## config.mk

```make
export PLATFORM = sky130hd
export DESIGN_NAME = mul_div_unit
export DESIGN_NICKNAME = d
export VERILOG_FILES = /design/src/rtl/riscv_pkg.sv /design/src/rtl/mul_div_unit.sv
export SDC_FILE = /design/constraint.sdc
export NUM_CORES = 1
export LEC_CHECK = 0
export BUFFER_PORTS_ARGS = -buffer_cell sky130_fd_sc_hd__buf_4
export CELL_PAD_IN_SITES_DETAIL_PLACEMENT = 2
export CELL_PAD_IN_SITES_GLOBAL_PLACEMENT = 2
export CORE_UTILIZATION = 40
export CTS_CLUSTER_SIZE = 24
export DETAILED_ROUTE_END_ITERATION = 6
export GPL_ROUTABILITY_DRIVEN = 1
export PLACE_DENSITY_LB_ADDON = 0.1
export SYNTH_ARGS = -nofsm -noshare
export SYNTH_HDL_FRONTEND = slang
export SYNTH_SLANG_ARGS = --single-unit
```

## constraint.sdc

```tcl
create_clock -name clk -period 9.3 [get_ports clk]
set_clock_uncertainty 0.2 [all_clocks]
set_input_delay 0.465 -clock clk [delete_from_list [all_inputs] [get_ports clk]]
set_output_delay 0.465 -clock clk [all_outputs]
set_load 0.02 [all_outputs]
```

## src/rtl/riscv_pkg.sv

```systemverilog
// Shared RV32 definitions: data width, RV32M funct3 encodings and the
// multiply/divide sequencer state type.
package riscv_pkg;

  localparam int unsigned XLEN  = 32;
  localparam int unsigned CNT_W = 5;

  localparam logic [2:0] F3_MUL    = 3'b000;
  localparam logic [2:0] F3_MULH   = 3'b001;
  localparam logic [2:0] F3_MULHSU = 3'b010;
  localparam logic [2:0] F3_MULHU  = 3'b011;
  localparam logic [2:0] F3_DIV    = 3'b100;
  localparam logic [2:0] F3_DIVU   = 3'b101;
  localparam logic [2:0] F3_REM    = 3'b110;
  localparam logic [2:0] F3_REMU   = 3'b111;

  typedef enum logic [1:0] {
    S_IDLE = 2'd0,
    S_CALC = 2'd1,
    S_FIX  = 2'd2,
    S_DONE = 2'd3
  } state_e;

endpackage

```

## src/rtl/mul_div_unit.sv

```systemverilog
// Iterative RV32M multiply/divide unit: one radix-2 step per cycle on a shared
// 64-bit register, fixed 34-cycle start-to-done latency for every operation.
module mul_div_unit #(
  parameter int unsigned XLEN = riscv_pkg::XLEN
) (
  input  logic            clk,
  input  logic            rst,
  input  logic            start,
  input  logic [2:0]      funct3,
  input  logic [XLEN-1:0] rs1,
  input  logic [XLEN-1:0] rs2,
  output logic            busy,
  output logic            done,
  output logic [XLEN-1:0] result
);
  import riscv_pkg::*;

  localparam int unsigned DW = 2 * XLEN;

  state_e            state_q, state_d;
  logic [2:0]        op_q;
  logic [XLEN-1:0]   a_mag_q, b_mag_q;
  logic              sign_a_q, sign_b_q, div_zero_q, ovf_q;
  logic [DW-1:0]     acc_q;
  logic [CNT_W-1:0]  cnt_q;
  logic              busy_q, done_q, busy_d, done_d;
  logic [XLEN-1:0]   result_q;

  logic              accept;
  logic              s1, s2;
  logic [XLEN-1:0]   mag1, mag2;
  logic [XLEN:0]     mul_sum;
  logic [DW-1:0]     mul_next, div_next;
  logic [XLEN:0]     rem_sh;
  logic [XLEN-1:0]   rem_sub;
  logic [DW-1:0]     prod_fix;
  logic [XLEN-1:0]   quot_fix, rem_fix, fix_result;

  assign accept = ((state_q == S_IDLE) || (state_q == S_DONE)) && start;

  // Operand signedness and magnitudes captured at acceptance
  always_comb begin
    s1   = rs1[XLEN-1] && ((funct3 == F3_MULH) || (funct3 == F3_MULHSU) ||
                           (funct3 == F3_DIV)  || (funct3 == F3_REM));
    s2   = rs2[XLEN-1] && ((funct3 == F3_MULH) || (funct3 == F3_DIV) ||
                           (funct3 == F3_REM));
    mag1 = s1 ? (XLEN'(0) - rs1) : rs1;
    mag2 = s2 ? (XLEN'(0) - rs2) : rs2;
  end

  // Multiply: add multiplicand into the upper half when the low bit is set, shift right.
  // Divide: shift remainder:quotient left, subtract divisor when it fits.
  always_comb begin
    mul_sum  = {1'b0, acc_q[DW-1:XLEN]} + {1'b0, (acc_q[0] ? a_mag_q : XLEN'(0))};
    mul_next = {mul_sum, acc_q[XLEN-1:1]};
    rem_sh   = acc_q[DW-1:XLEN-1];
    rem_sub  = rem_sh[XLEN-1:0] - b_mag_q;
    if (rem_sh >= {1'b0, b_mag_q}) begin
      div_next = {rem_sub, acc_q[XLEN-2:0], 1'b1};
    end else begin
      div_next = {rem_sh[XLEN-1:0], acc_q[XLEN-2:0], 1'b0};
    end
  end

  // Sign correction, special cases and field selection applied in FIX
  always_comb begin
    prod_fix = (sign_a_q ^ sign_b_q) ? (DW'(0) - acc_q) : acc_q;
    quot_fix = (sign_a_q ^ sign_b_q) ? (XLEN'(0) - acc_q[XLEN-1:0]) : acc_q[XLEN-1:0];
    rem_fix  = sign_a_q ? (XLEN'(0) - acc_q[DW-1:XLEN]) : acc_q[DW-1:XLEN];
    if (div_zero_q) begin
      quot_fix = '1;
      rem_fix  = sign_a_q ? (XLEN'(0) - a_mag_q) : a_mag_q;
    end else if (ovf_q) begin
      quot_fix = {1'b1, (XLEN-1)'(0)};
      rem_fix  = '0;
    end
    case (op_q)
      F3_MUL:                       fix_result = prod_fix[XLEN-1:0];
      F3_MULH, F3_MULHSU, F3_MULHU: fix_result = prod_fix[DW-1:XLEN];
      F3_DIV, F3_DIVU:              fix_result = quot_fix;
      default:                      fix_result = rem_fix;
    endcase
  end

  // Next-state logic
  always_comb begin
    state_d = state_q;
    case (state_q)
      S_IDLE, S_DONE: state_d = start ? S_CALC : S_IDLE;
      S_CALC:         if (cnt_q == CNT_W'(XLEN - 1)) state_d = S_FIX;
      S_FIX:          state_d = S_DONE;
      default:        state_d = S_IDLE;
    endcase
  end

  // Status outputs registered from the upcoming state
  always_comb begin
    busy_d = (state_d == S_CALC) || (state_d == S_FIX);
    done_d = (state_d == S_DONE);
  end

  always_ff @(posedge clk or negedge rst) begin
    if (!rst) begin
      state_q    <= S_IDLE;
      op_q       <= '0;
      a_mag_q    <= '0;
      b_mag_q    <= '0;
      sign_a_q   <= 1'b0;
      sign_b_q   <= 1'b0;
      div_zero_q <= 1'b0;
      ovf_q      <= 1'b0;
      acc_q      <= '0;
      cnt_q      <= '0;
      busy_q     <= 1'b0;
      done_q     <= 1'b0;
      result_q   <= '0;
    end else begin
      state_q <= state_d;
      busy_q  <= busy_d;
      done_q  <= done_d;
      if (accept) begin
        op_q       <= funct3;
        a_mag_q    <= mag1;
        b_mag_q    <= mag2;
        sign_a_q   <= s1;
        sign_b_q   <= s2;
        div_zero_q <= funct3[2] && (rs2 == '0);
        ovf_q      <= ((funct3 == F3_DIV) || (funct3 == F3_REM)) &&
                      (rs1 == {1'b1, (XLEN-1)'(0)}) && (rs2 == '1);
        acc_q      <= {XLEN'(0), (funct3[2] ? mag1 : mag2)};
        cnt_q      <= '0;
      end else if (state_q == S_CALC) begin
        acc_q <= op_q[2] ? div_next : mul_next;
        cnt_q <= cnt_q + CNT_W'(1);
      end else if (state_q == S_FIX) begin
        result_q <= fix_result;
      end
    end
  end

  assign busy   = busy_q;
  assign done   = done_q;
  assign result = result_q;

endmodule
```

* After elaboration in Yosys (flattened, before gate mapping)
Cells that the tools add are included. W data, S select, Z words.
Storage, ports and cells: flip-flop bits (word level) 176, output and inout bits 34
Operators by class: equal/unequal tests 18, add/subtract/negate cells 9, bitwise gates (word level) 3, muxes and demuxes 22, reductions and logical operators 22, magnitude comparators 1
Operators with widths (count):
- $mux W32 | 11
- $mux W64 | 5
- $sub A1 B32 Y32 const A | 5
- $pmux W32 S3 | 1
- $eq A32 B32 Y1 const B | 2
- $sub A1 B64 Y64 const A | 1
- $add A32 B32 Y33 | 1
- $ge A33 B32 Y1 | 1
- $logic_not A32 Y1 | 1
- $sub A32 B32 Y32 | 1
- $eq A3 B3 Y1 const B | 4
- $mux W5 | 2
- $eq A3 B2 Y1 const B | 3
- $eq A2 B2 Y1 const B | 4
- $logic_or A1 B1 Y1 | 8
- $eq A3 B1 Y1 const B | 2
- $logic_and A1 B1 Y1 | 6
- $pmux W2 S3 | 1
- $add A5 B1 Y5 const B | 1
- $eq A5 B5 Y1 const B | 1
- $eq A2 B1 Y1 const B | 2
- $reduce_or A2 Y1 | 2
- $logic_not A3 Y1 | 1
- $reduce_and A3 Y1 | 1
- 7 further kinds | 8

* Longest topological paths before layout
Gate-level depths: netlist of the first run.
word-level depth 8, mapped depth 15, depth with buffers taken out 14

* Least setup slack after synthesis of the first run
Ideal clock, no wire load.
path kind register -> register, from register acc_q[0], to register acc_q[59], setup time 0.096 ns, stages on the path, launching flop included 14, slack 5.897 ns, path buffers 2, arrival 3.107 ns, clock period less this slack 3.403 ns, required time 9.004 ns, path through dfrtp_1 > clkbuf_1 > clkbuf_1 > and2_1 > ha_1 > o211ai_1 > a21oi_1 > o41a_1 > a211o_1 > a21oi_1 > nor3_1 > a21boi_0 > mux2_2 > o31ai_1
On the way: longest elaborated chain between the ends 5
Ends and longest elaborated chain:
- from (decl) | line mul_div_unit.sv:24 | logic [DW-1:0] acc_q;
- from (signal assigned) | line mul_div_unit.sv:130 | acc_q <= {XLEN'(0), (funct3[2] ? mag1 : mag2)};
- from (signal assigned) | line mul_div_unit.sv:133 | acc_q <= op_q[2] ? div_next : mul_next;
- $mux W32 | line mul_div_unit.sv:54 | mul_sum = {1'b0, acc_q[DW-1:XLEN]} + {1'b0, (acc_q[0] ? a_mag_q : XLEN'(0))};
- $add A32 B32 Y33 | line mul_div_unit.sv:54
- $mux W64 | line mul_div_unit.sv:133
- $mux W64 | line mul_div_unit.sv:132 | end else if (state_q == S_CALC) begin
- $mux W64 | line mul_div_unit.sv:121 | if (accept) begin
No other way between the ends. The select of a mux whose other input is x is not followed. A chain may end at the register's enable or synchronous reset.

* Worst setup path in the final report of the first run
Ends and elaborated chain as after synthesis.

==> results.toml, run 1 <==
[timing]
fin_crit_ns = 4.40
max-slew-margin-rel_pct = 21.6
finalSetupTns_ns = 0
final-setup-viol-count = 0
rsz0062_at_grt = "no"
max_clock_freq_mhz = 227
worst_slew_pin_slew_ns = 1.17
hold_violations = 0
finalMaxSlewViolations = 0
finalCritPeriodShare_pct = 47.3
worst_slack_ns = 4.90

[setup_path]
worstPathRequired_ns = 9.50
cp_slowest_cell = "nor3_1"
r2r-start = "acc_q[0]"
worstReg2RegEnd = "acc_q[59]"
path_class = "flop to flop"
max_stage_delay_ns = 0.49
path_cells = "buf_4 -> inv_1 -> nor2_1 -> ha_1 -> inv_1 -> fa_1 -> nand2b_1 -> a21oi_1 -> o41a_1 -> a211o_1 -> a21oi_1 -> nor3_1 -> a21boi_0 -> mux2_2 -> o31ai_1"
path_max_fanout = 36
rr_worst_depth = 15
start_kind = "flop"
arrival_ns = 4.60
worst-path-buf-inv = 3
end_kind = "flop"
rrSetupSlack_ns = 4.90
crit_family = "compound AO/OA/AOI/OAI gates"

[routing]
wl_um = 80500
drtIter0Drc = 1376
ant_nets = 0
vias = 17557
vias_per_cell = 6.47
dr.pass1.iters = 7
drc = 0
post_drt_wl_per_cell_um = 29.6

[global_route]
grt_pass1_wl_um = 120000
overflow = 0
track_usage_pct = 38.7
antenna_found_initial = 5
grt_max_degree = 68
grt_pass1_vias = 18503

[clock_network]
root_buffer = "clkbuf_16"
cts_tree = "done"
cts_inserted_buffers = 17
htree_num_levels = 4
cts.clk_slew.worst_paths_ns = 0.07
ctsResizeCount = 0
clock-sinks = 176
ctsLongestPathBuffers = 2
clock_latency_ns = 0.52

[logic_synthesis]
synth_cell_type_count = 68
synth_compound_area_share_pct = 24.6
synth_simple_gate_area_share_pct = 21.2
ys_ff_latch = 176
synthArstFlopShare_pct = 100
yosysWarnings = 0
avgSynthCellArea_um2 = 7.65
synth_xor_area_share_pct = 12.1
synth_top_family_by_area = "compound AO/OA/AOI/OAI gates"
synthAdderAreaFrac_pct = 5.93
synth_cells = 2158
syn_area_um2 = 16500
synth_edf_count = 0
synth_fp_nets = 2305
synth_flop_cell = "dfrtp_1"
seq_area_frac_synth_pct = 26.7
synth.area.mux_share_pct = 4.49

[power_and_ir_drop]
power_frac_comb_pct = 58.5
power_density_nw_per_um2 = 288
p_leak_nw = 7.72
swShare_pct = 52.8
vdd_drop_max_mv = 0.184
p_int_w = 0.00249
seqPwrFrac_pct = 25.5
pwr-share-clk_pct = 16.0
switchingPower_w = 0.00279

[run_status]
status = "finished, final reports clean"

[cells_and_area]
syn_to_final_growth_pct = 11.1
drive_gt1_share_pct = 9.41
fill_cells = 4705
layout.nets = 2312
final_area_um2 = 18300
layout_commonest_cell = "nand2_1"
final_cell_mix = "nand2_1, o21ai_0, dfrtp_1"

[run]
max_cap_violations = 0

[die]
fp.dieArea_um2 = 42100
io_pins = 104
chipWidth_um = 205
dieHeight_um = 205
rows = 74
start_util_pct = 40.5
core_area_um2 = 40700

[place]
port_buffers = 103
pre_cts_ws_ns = 4.96
place_area_um2 = 17700
hpwl_um = 62300
place.gp.congestion = 0.975

[min_path]
whs_path_depth = 3
hold_end = "op_q[1]"
hold_start = "funct3[1]"
hold_path_class = "input pin to flop"
==> worst max path at each step <==
stage	cells past startpoint	startpoint	endpoint	slack (ns)
2_1_floorplan	13	acc_q[0]	acc_q[59]	5.90
3_3_place_gp	10	acc_q[46]	acc_q[58]	5.30
3_5_place_dp	15	acc_q[0]	acc_q[59]	4.96
4_1_cts	15	acc_q[0]	acc_q[59]	4.92
5_1_grt	15	acc_q[0]	acc_q[59]	4.73
6_report	15	acc_q[0]	acc_q[59]	4.90
==> repair_timing <==
item,CTS,global route
buffers inserted,0,0
endpoints found under the hold margin,53,0
hold buffers,1,0
==> synth_stat cells (all sizes together), types with 43 or more instances <==
library cell  number  share of area (%)
a21oi            148                4.5
and2              46                1.7
clkbuf           135                3.1
dfrtp            176                 27
ha                75                5.7
inv               68                1.5
mux2i             65                3.9
nand2            287                6.5
nor2             145                3.3
nor3              59                1.8
o21ai            210                6.4
o31ai             43                2.0
xnor2            122                6.5
xor2             107                5.7
==> logic make-up (layout without fill, tap and decap cells) <==
group / count (synthesis) / after routing
buffers and inverters: 220 / 240
other: 0 / 4
multiplexers: 73 / 73
flip-flops: 176 / 176
AND/OR/NAND/NOR: 741 / 741
AO/OA/AOI/OAI: 642 / 642
adder cells (fa/ha/maj): 77 / 77
XOR/XNOR: 229 / 229
==> power groups by stage <==
stage / Combinational (W) / Sequential (W) / Clock (W)
2_1_floorplan: 0.00213 / 0.00107 / 0
3_3_place_gp: 0.00289 / 0.00133 / 0
3_5_place_dp: 0.00299 / 0.00134 / 0
4_1_cts: 0.00303 / 0.00133 / 0.000852
5_1_grt: 0.00331 / 0.00135 / 0.000872
6_report: 0.00309 / 0.00135 / 0.000844
==> metal layers <==
metal / part of all wire, % / routed length, um / up-vias / track usage, %
met2: 45 / 36100 / 691 / 60.1
met3: 6.5 / 5210 / 190 / 6.57
met5: 0.0099 / 8 / - / 0
met4: 6.1 / 4940 / 2 / 22.2
li1: - / - / 7755 / -
met1: 43 / 34200 / 8919 / 50.7
==> metrics by stage <==
stage	cells	utilization (%)	hold WS [ns]	power, W
2_1_floorplan	2158	-	-0.0306	0.00320
3_3_place_gp	2677	43.4	0.255	0.00422
3_5_place_dp	2677	43.4	0.269	0.00433
4_1_cts	2710	45.0	0.0156	0.00521
5_1_grt	2710	45.0	0.0320	0.00553
6_report	2714	45.0	0.0388	0.00528
==> sequential cells by signal (all words and copies together), names as in the netlist, 2 cells and up <==
signal and count:
state_q 2, b_mag_q 32, cnt_q 5, op_q 3, result 32, acc_q 64, a_mag_q 32
==> worst register-to-register path, stage by stage (launching register included) <==
cell,delay [ns]
dfrtp_1,0.33
buf_4,0.32
inv_1,0.14
nor2_1,0.15
ha_1,0.18
inv_1,0.06
fa_1,0.39
nand2b_1,0.20
a21oi_1,0.29
o41a_1,0.33
a211o_1,0.25
a21oi_1,0.12
nor3_1,0.49
a21boi_0,0.27
mux2_2,0.34
o31ai_1,0.24
==> area by class of cell <==
cell class                 instances  area [um2]  share of cell area, %
clock buffer                      20         447                   2.43
clock inverter                    12         194                   1.06
antenna                            4        10.0                 0.0546
inverter                          71         267                   1.45
timing repair buffer             137        1030                   5.64
multi-input combinational       1762       11300                   61.7
tap                              532         666                   3.63
sequential                       176        4410                   24.0
(Power assumes the default switching activity.)
==> inputs of run 2 (changes only) <==
- CORE_UTILIZATION: 40 -> 37
- clock period: 9.3 -> 4.5 ns (I/O delays scaled with it)
==> run 2 against run 1 <==
  * Sequential power up 90%
  * First-iteration DRC count down 2.4%
  * Setup slack worse by 4.6 ns
  * Critical path depth down 5
  * Critical path type unchanged
  * Critical endpoint is now result[16]
  * Largest cell class unchanged
==> results.toml, run 2 (synthesis results as in run 1) <==
[die]
rows = 77
core_area_um2 = 44100
io_pins = 104
fp.dieArea_um2 = 45500
dieHeight_um = 213
chipWidth_um = 213
start_util_pct = 37.4

[routing]
post_drt_wl_per_cell_um = 29.0
vias_per_cell = 6.22
dr.pass1.iters = 7
drc = 0
drtIter0Drc = 1343
vias = 17696
ant_nets = 0
wl_um = 82600

[clock_network]
cts.clk_slew.worst_paths_ns = 0.08
cts_inserted_buffers = 17
ctsLongestPathBuffers = 2
cts_tree = "done"
htree_num_levels = 4
clock-sinks = 176
clock_latency_ns = 0.51
root_buffer = "clkbuf_16"
ctsResizeCount = 0

[global_route]
overflow = 0
grt_max_degree = 94
grt_pass1_vias = 18609
track_usage_pct = 36.8
grt_pass1_wl_um = 122000
antenna_found_initial = 4

[timing]
finalSetupTns_ns = 0
finalMaxSlewViolations = 0
worst_slew_pin_slew_ns = 1.14
rsz0062_at_grt = "no"
fin_crit_ns = 4.20
final-setup-viol-count = 0
max_clock_freq_mhz = 238
hold_violations = 0
max-slew-margin-rel_pct = 24.0
finalCritPeriodShare_pct = 93.3
worst_slack_ns = 0.299

[cells_and_area]
register_area_um2 = 4410
layout.nets = 2388
largest_reg_flops = 64
drive_gt1_share_pct = 10.3
final_cell_mix = "nand2_1, o21ai_0, dfrtp_1"
instances_no_fill = 2847
syn_to_final_growth_pct = 15.6
multi_input_area_um2 = 11300
regMostFlops = "acc_q"
finalCoreUtilization_pct = 43.3
layout_commonest_cell = "nand2_1"
fill_cells = 5156

[min_path]
whs_path_depth = 5
hold_start = "rs2[14]"
hold_end = "ovf_q"
hold_path_class = "input pin to flop"

[setup_path]
crit_family = "simple AND/OR/NAND/NOR gates"
max_stage_delay_ns = 0.73
arrival_ns = 4.37
path_class = "flop to flop"
start_kind = "flop"
path_max_fanout = 12
worstReg2RegEnd = "result[16]"
end_kind = "flop"
r2r-start = "acc_q[32]"
path_cells = "inv_1 -> ha_1 -> nor3b_1 -> nand4_1 -> buf_4 -> nor3_1 -> a21oi_1 -> xnor2_1 -> a221oi_1 -> nor3_1"
cp_slowest_cell = "nor3_1"
rr_worst_depth = 10
rrSetupSlack_ns = 0.30
worstPathRequired_ns = 4.67
worst-path-buf-inv = 2
path_common_cell = "nor3_1"

[power_and_ir_drop]
p_leak_nw = 8.04
vdd_drop_max_mv = 0.240
power_density_nw_per_um2 = 575

[place]
pre_cts_ws_ns = 0.134
placedCellCount = 2760
hpwl_um = 63200
port_buffers = 103
place.gp.congestion = 1.01

[run]
max_cap_violations = 0

[run_status]
status = "finished, final reports clean"
==> run 2: report_power, final <==
| group | leakage (nW) | internal, W | total [W] | switching (W) |
|---|---|---|---|---|
| registers | 2.08 | 0.00190 | 0.00257 | 0.000675 |
| logic | 5.67 | 0.00243 | 0.00678 | 0.00435 |
| clock network | 0.291 | 0.000811 | 0.00161 | 0.000800 |
==> run 2: worst max-delay path by stage <==
stage	slack [ns]	start	depth (start not counted)	end
2_1_floorplan	1.10	acc_q[0]	13	acc_q[59]
3_3_place_gp	0.16	acc_q[32]	9	result[16]
3_5_place_dp	0.13	acc_q[32]	9	result[12]
4_1_cts	0.10	acc_q[32]	9	result[16]
5_1_grt	0.22	acc_q[32]	10	result[12]
6_report	0.30	acc_q[32]	10	result[16]
==> run 2: through the flow <==
step | instance area [um2] | hold WS [ns] | power (W)
CTS | 19100 | 0.00358 | 0.0108
detailed placement | 18000 | 0.170 | 0.00914
floorplan | 16500 | -0.271 | 0.00661
finish | 19100 | 0.0228 | 0.0110
global route | 19100 | 0.0313 | 0.0115
global placement | 18000 | 0.168 | 0.00895
==> run 2: final cells by class <==
cell class / count / share of cell area [%]
tap: 592 / 3.88
sequential: 176 / 23.1
antenna: 1 / 0.0131
clock buffer: 19 / 2.37
inverter: 71 / 1.40
multi-input combinational: 1762 / 59.4
clock inverter: 13 / 0.721
timing repair buffer: 213 / 9.16
==> run 2: metal layers <==
layer  routed length, um  GRT usage, %
met1               36300          48.0
met2               39200          61.3
met3                3950          4.97
met4                3110          14.4
met5                  27             0
==> run 2: timing repair <==
action / CTS / global route
endpoints found under the setup margin: 0 / 5
endpoints found under the hold margin: 140 / 0
buffers inserted: 0 / 2
hold buffers: 52 / 0
==> run 2: tightest hold or removal path, cell delays in order <==
cell	delay [ns]
buf_4	0.13
nand4_1	0.08
nor3_1	0.05
nand3_1	0.11
o21ai_0	0.08
==> inputs of run 3 (changes only) <==
- REMOVE_ABC_BUFFERS: not set -> 1
==> run 3 against run 2 <==
  * Critical path type unchanged
  * Maximum frequency shrank 2.3%
  * Clock-buffer cell count stayed put
  * Power shrank 2.6%
==> results.toml, run 3 (synthesis results as in run 1) <==
[run_status]
status = "finished, final reports clean"

[global_route]
antenna_found_initial = 2
track_usage_pct = 36.0
grt_pass1_wl_um = 120000
grt_pass1_vias = 18888
grt_max_degree = 79
overflow = 0

[routing]
drtIter0Drc = 1214
wl_um = 80800
ant_nets = 0
drc = 0
post_drt_wl_per_cell_um = 28.3
dr.pass1.iters = 5
vias = 17548
vias_per_cell = 6.14

[setup_path]
path_max_fanout = 12
worstPathRequired_ns = 4.70
start_kind = "flop"
end_kind = "flop"
path_class = "flop to flop"
arrival_ns = 4.50

[place]
hpwl_um = 61000
place_area_um2 = 18000
place.gp.congestion = 0.944
port_buffers = 103

[timing]
final-setup-viol-count = 0
worst_slew_pin_slew_ns = 1.12
finalSetupTns_ns = 0
finalMaxSlewViolations = 0
finalCritPeriodShare_pct = 95.5
fin_crit_ns = 4.30
max-slew-margin-rel_pct = 25.1
max_clock_freq_mhz = 233
hold_violations = 0
rsz0062_at_grt = "no"
hold_slack_ns = 0.0264

[cells_and_area]
finalCoreUtilization_pct = 43.4
drive_gt1_share_pct = 10.6
layout_commonest_cell = "nand2_1"
final_area_um2 = 19200
final_cell_mix = "nand2_1, o21ai_0, dfrtp_1"
layout.nets = 2400
regMostFlops = "acc_q"
fill_cells = 5069
largest_reg_flops = 64
syn_to_final_growth_pct = 16.0

[min_path]
hold_path_class = "input pin to flop"

[clock_network]
cts.clk_slew.worst_paths_ns = 0.08
cts_setup_buffers = 0
htree_num_levels = 4
clock_latency_ns = 0.52
clock-sinks = 176
root_buffer = "clkbuf_16"
ctsLongestPathBuffers = 2
cts_tree = "done"
cts_inserted_buffers = 17

[power_and_ir_drop]
vdd_drop_max_mv = 0.283
switchingPower_w = 0.00552
p_int_w = 0.00517
pwr-share-clk_pct = 15.1
swShare_pct = 51.6
power_density_nw_per_um2 = 558
finalPower_w = 0.0107
power_frac_comb_pct = 61.4
seqPwrFrac_pct = 23.5
p_leak_nw = 8.09

[die]
fp.dieArea_um2 = 45500
dieHeight_um = 213
core_area_um2 = 44100
chipWidth_um = 213
rows = 77
io_pins = 104
start_util_pct = 37.4

[run]
max_cap_violations = 0
[run 3: changes by cell type in the layout (fill, tap and decap cells not counted)]
cell	delta
inv_6	-1
clkbuf_1	+1
dlygate4sd3_1	+2
o21ai_1	+1
clkinvlp_4	+1
clkbuf_8	-1
buf_4	+10
bufinv_16	+1
clkinv_4	-1
o21ai_2	-1
inv_8	-3
clkinv_2	+2
[run 3: routing by layer]
layer / track usage, % / wire (um) / vias to the layer above
li1: - / - / 7944
met1: 45.9 / 35500 / 8955
met2: 59.4 / 38000 / 498
met3: 5.97 / 3820 / 151
met4: 16.2 / 3470 / 0
met5: 0 / 0 / -
[run 3: final cells by class]
type | instances | area (um2) | share of cell area, %
Multi-Input combinational cell | 1762 | 11300 | 59.1
Clock buffer | 19 | 443 | 2.31
Antenna cell | 1 | 2.50 | 0.0131
Sequential cell | 176 | 4410 | 23.0
Tap cell | 592 | 741 | 3.87
Clock inverter | 12 | 134 | 0.699
Timing Repair Buffer | 225 | 1840 | 9.62
Inverter | 71 | 267 | 1.39
[run 3: through the flow]
step / instances / setup WS (ns)
3_3_place_gp: 2772 / 0.533
5_1_grt: 2857 / 0.0533
3_5_place_dp: 2772 / 0.352
6_report: 2858 / 0.202
2_1_floorplan: 2009 / -0.622
4_1_cts: 2857 / 0.312
[run 3: critical path, stage by stage, from the launching register on]
cell and delay (ns):
dfrtp_1 0.58, inv_1 0.30, ha_1 0.42, nor3b_1 0.47, nand4_1 0.48, or3_1 0.59, nor4_1 0.42, nor4_1 0.11
a31oi_1 0.22, o21ai_0 0.13, o22ai_1 0.18, nor2_1 0.06
[run 3: power groups by stage]
stage,Sequential [W],Clock [W],Combinational [W]
2_1_floorplan,0.00241,0,0.00408
3_3_place_gp,0.00251,0,0.00622
3_5_place_dp,0.00254,0,0.00637
4_1_cts,0.00251,0.00164,0.00648
5_1_grt,0.00256,0.00168,0.00705
6_report,0.00252,0.00161,0.00656
[run 3: final timing paths]
check / from / endpoint / slack, ns / cells past startpoint
worst max-delay path: acc_q[32] / result[30] / 0.20 / 11
worst min-delay path: rs2[22] / b_mag_q[22] / 0.03 / 4
worst max register to register: acc_q[32] / result[30] / 0.20 / 11
worst min register to register: b_mag_q[26] / b_mag_q[26] / 0.28 / 2
max in group asynchronous: rst / a_mag_q[19] / 2.89 / 3
min in group asynchronous: rst / b_mag_q[30] / 0.13 / 2
[run 3: what timing repair did]
item                                    4_1_cts  5_1_grt
endpoints found under the setup margin        0        0
hold buffers                                 54        0
endpoints found under the hold margin       135        0
gates resized for setup                       0        0
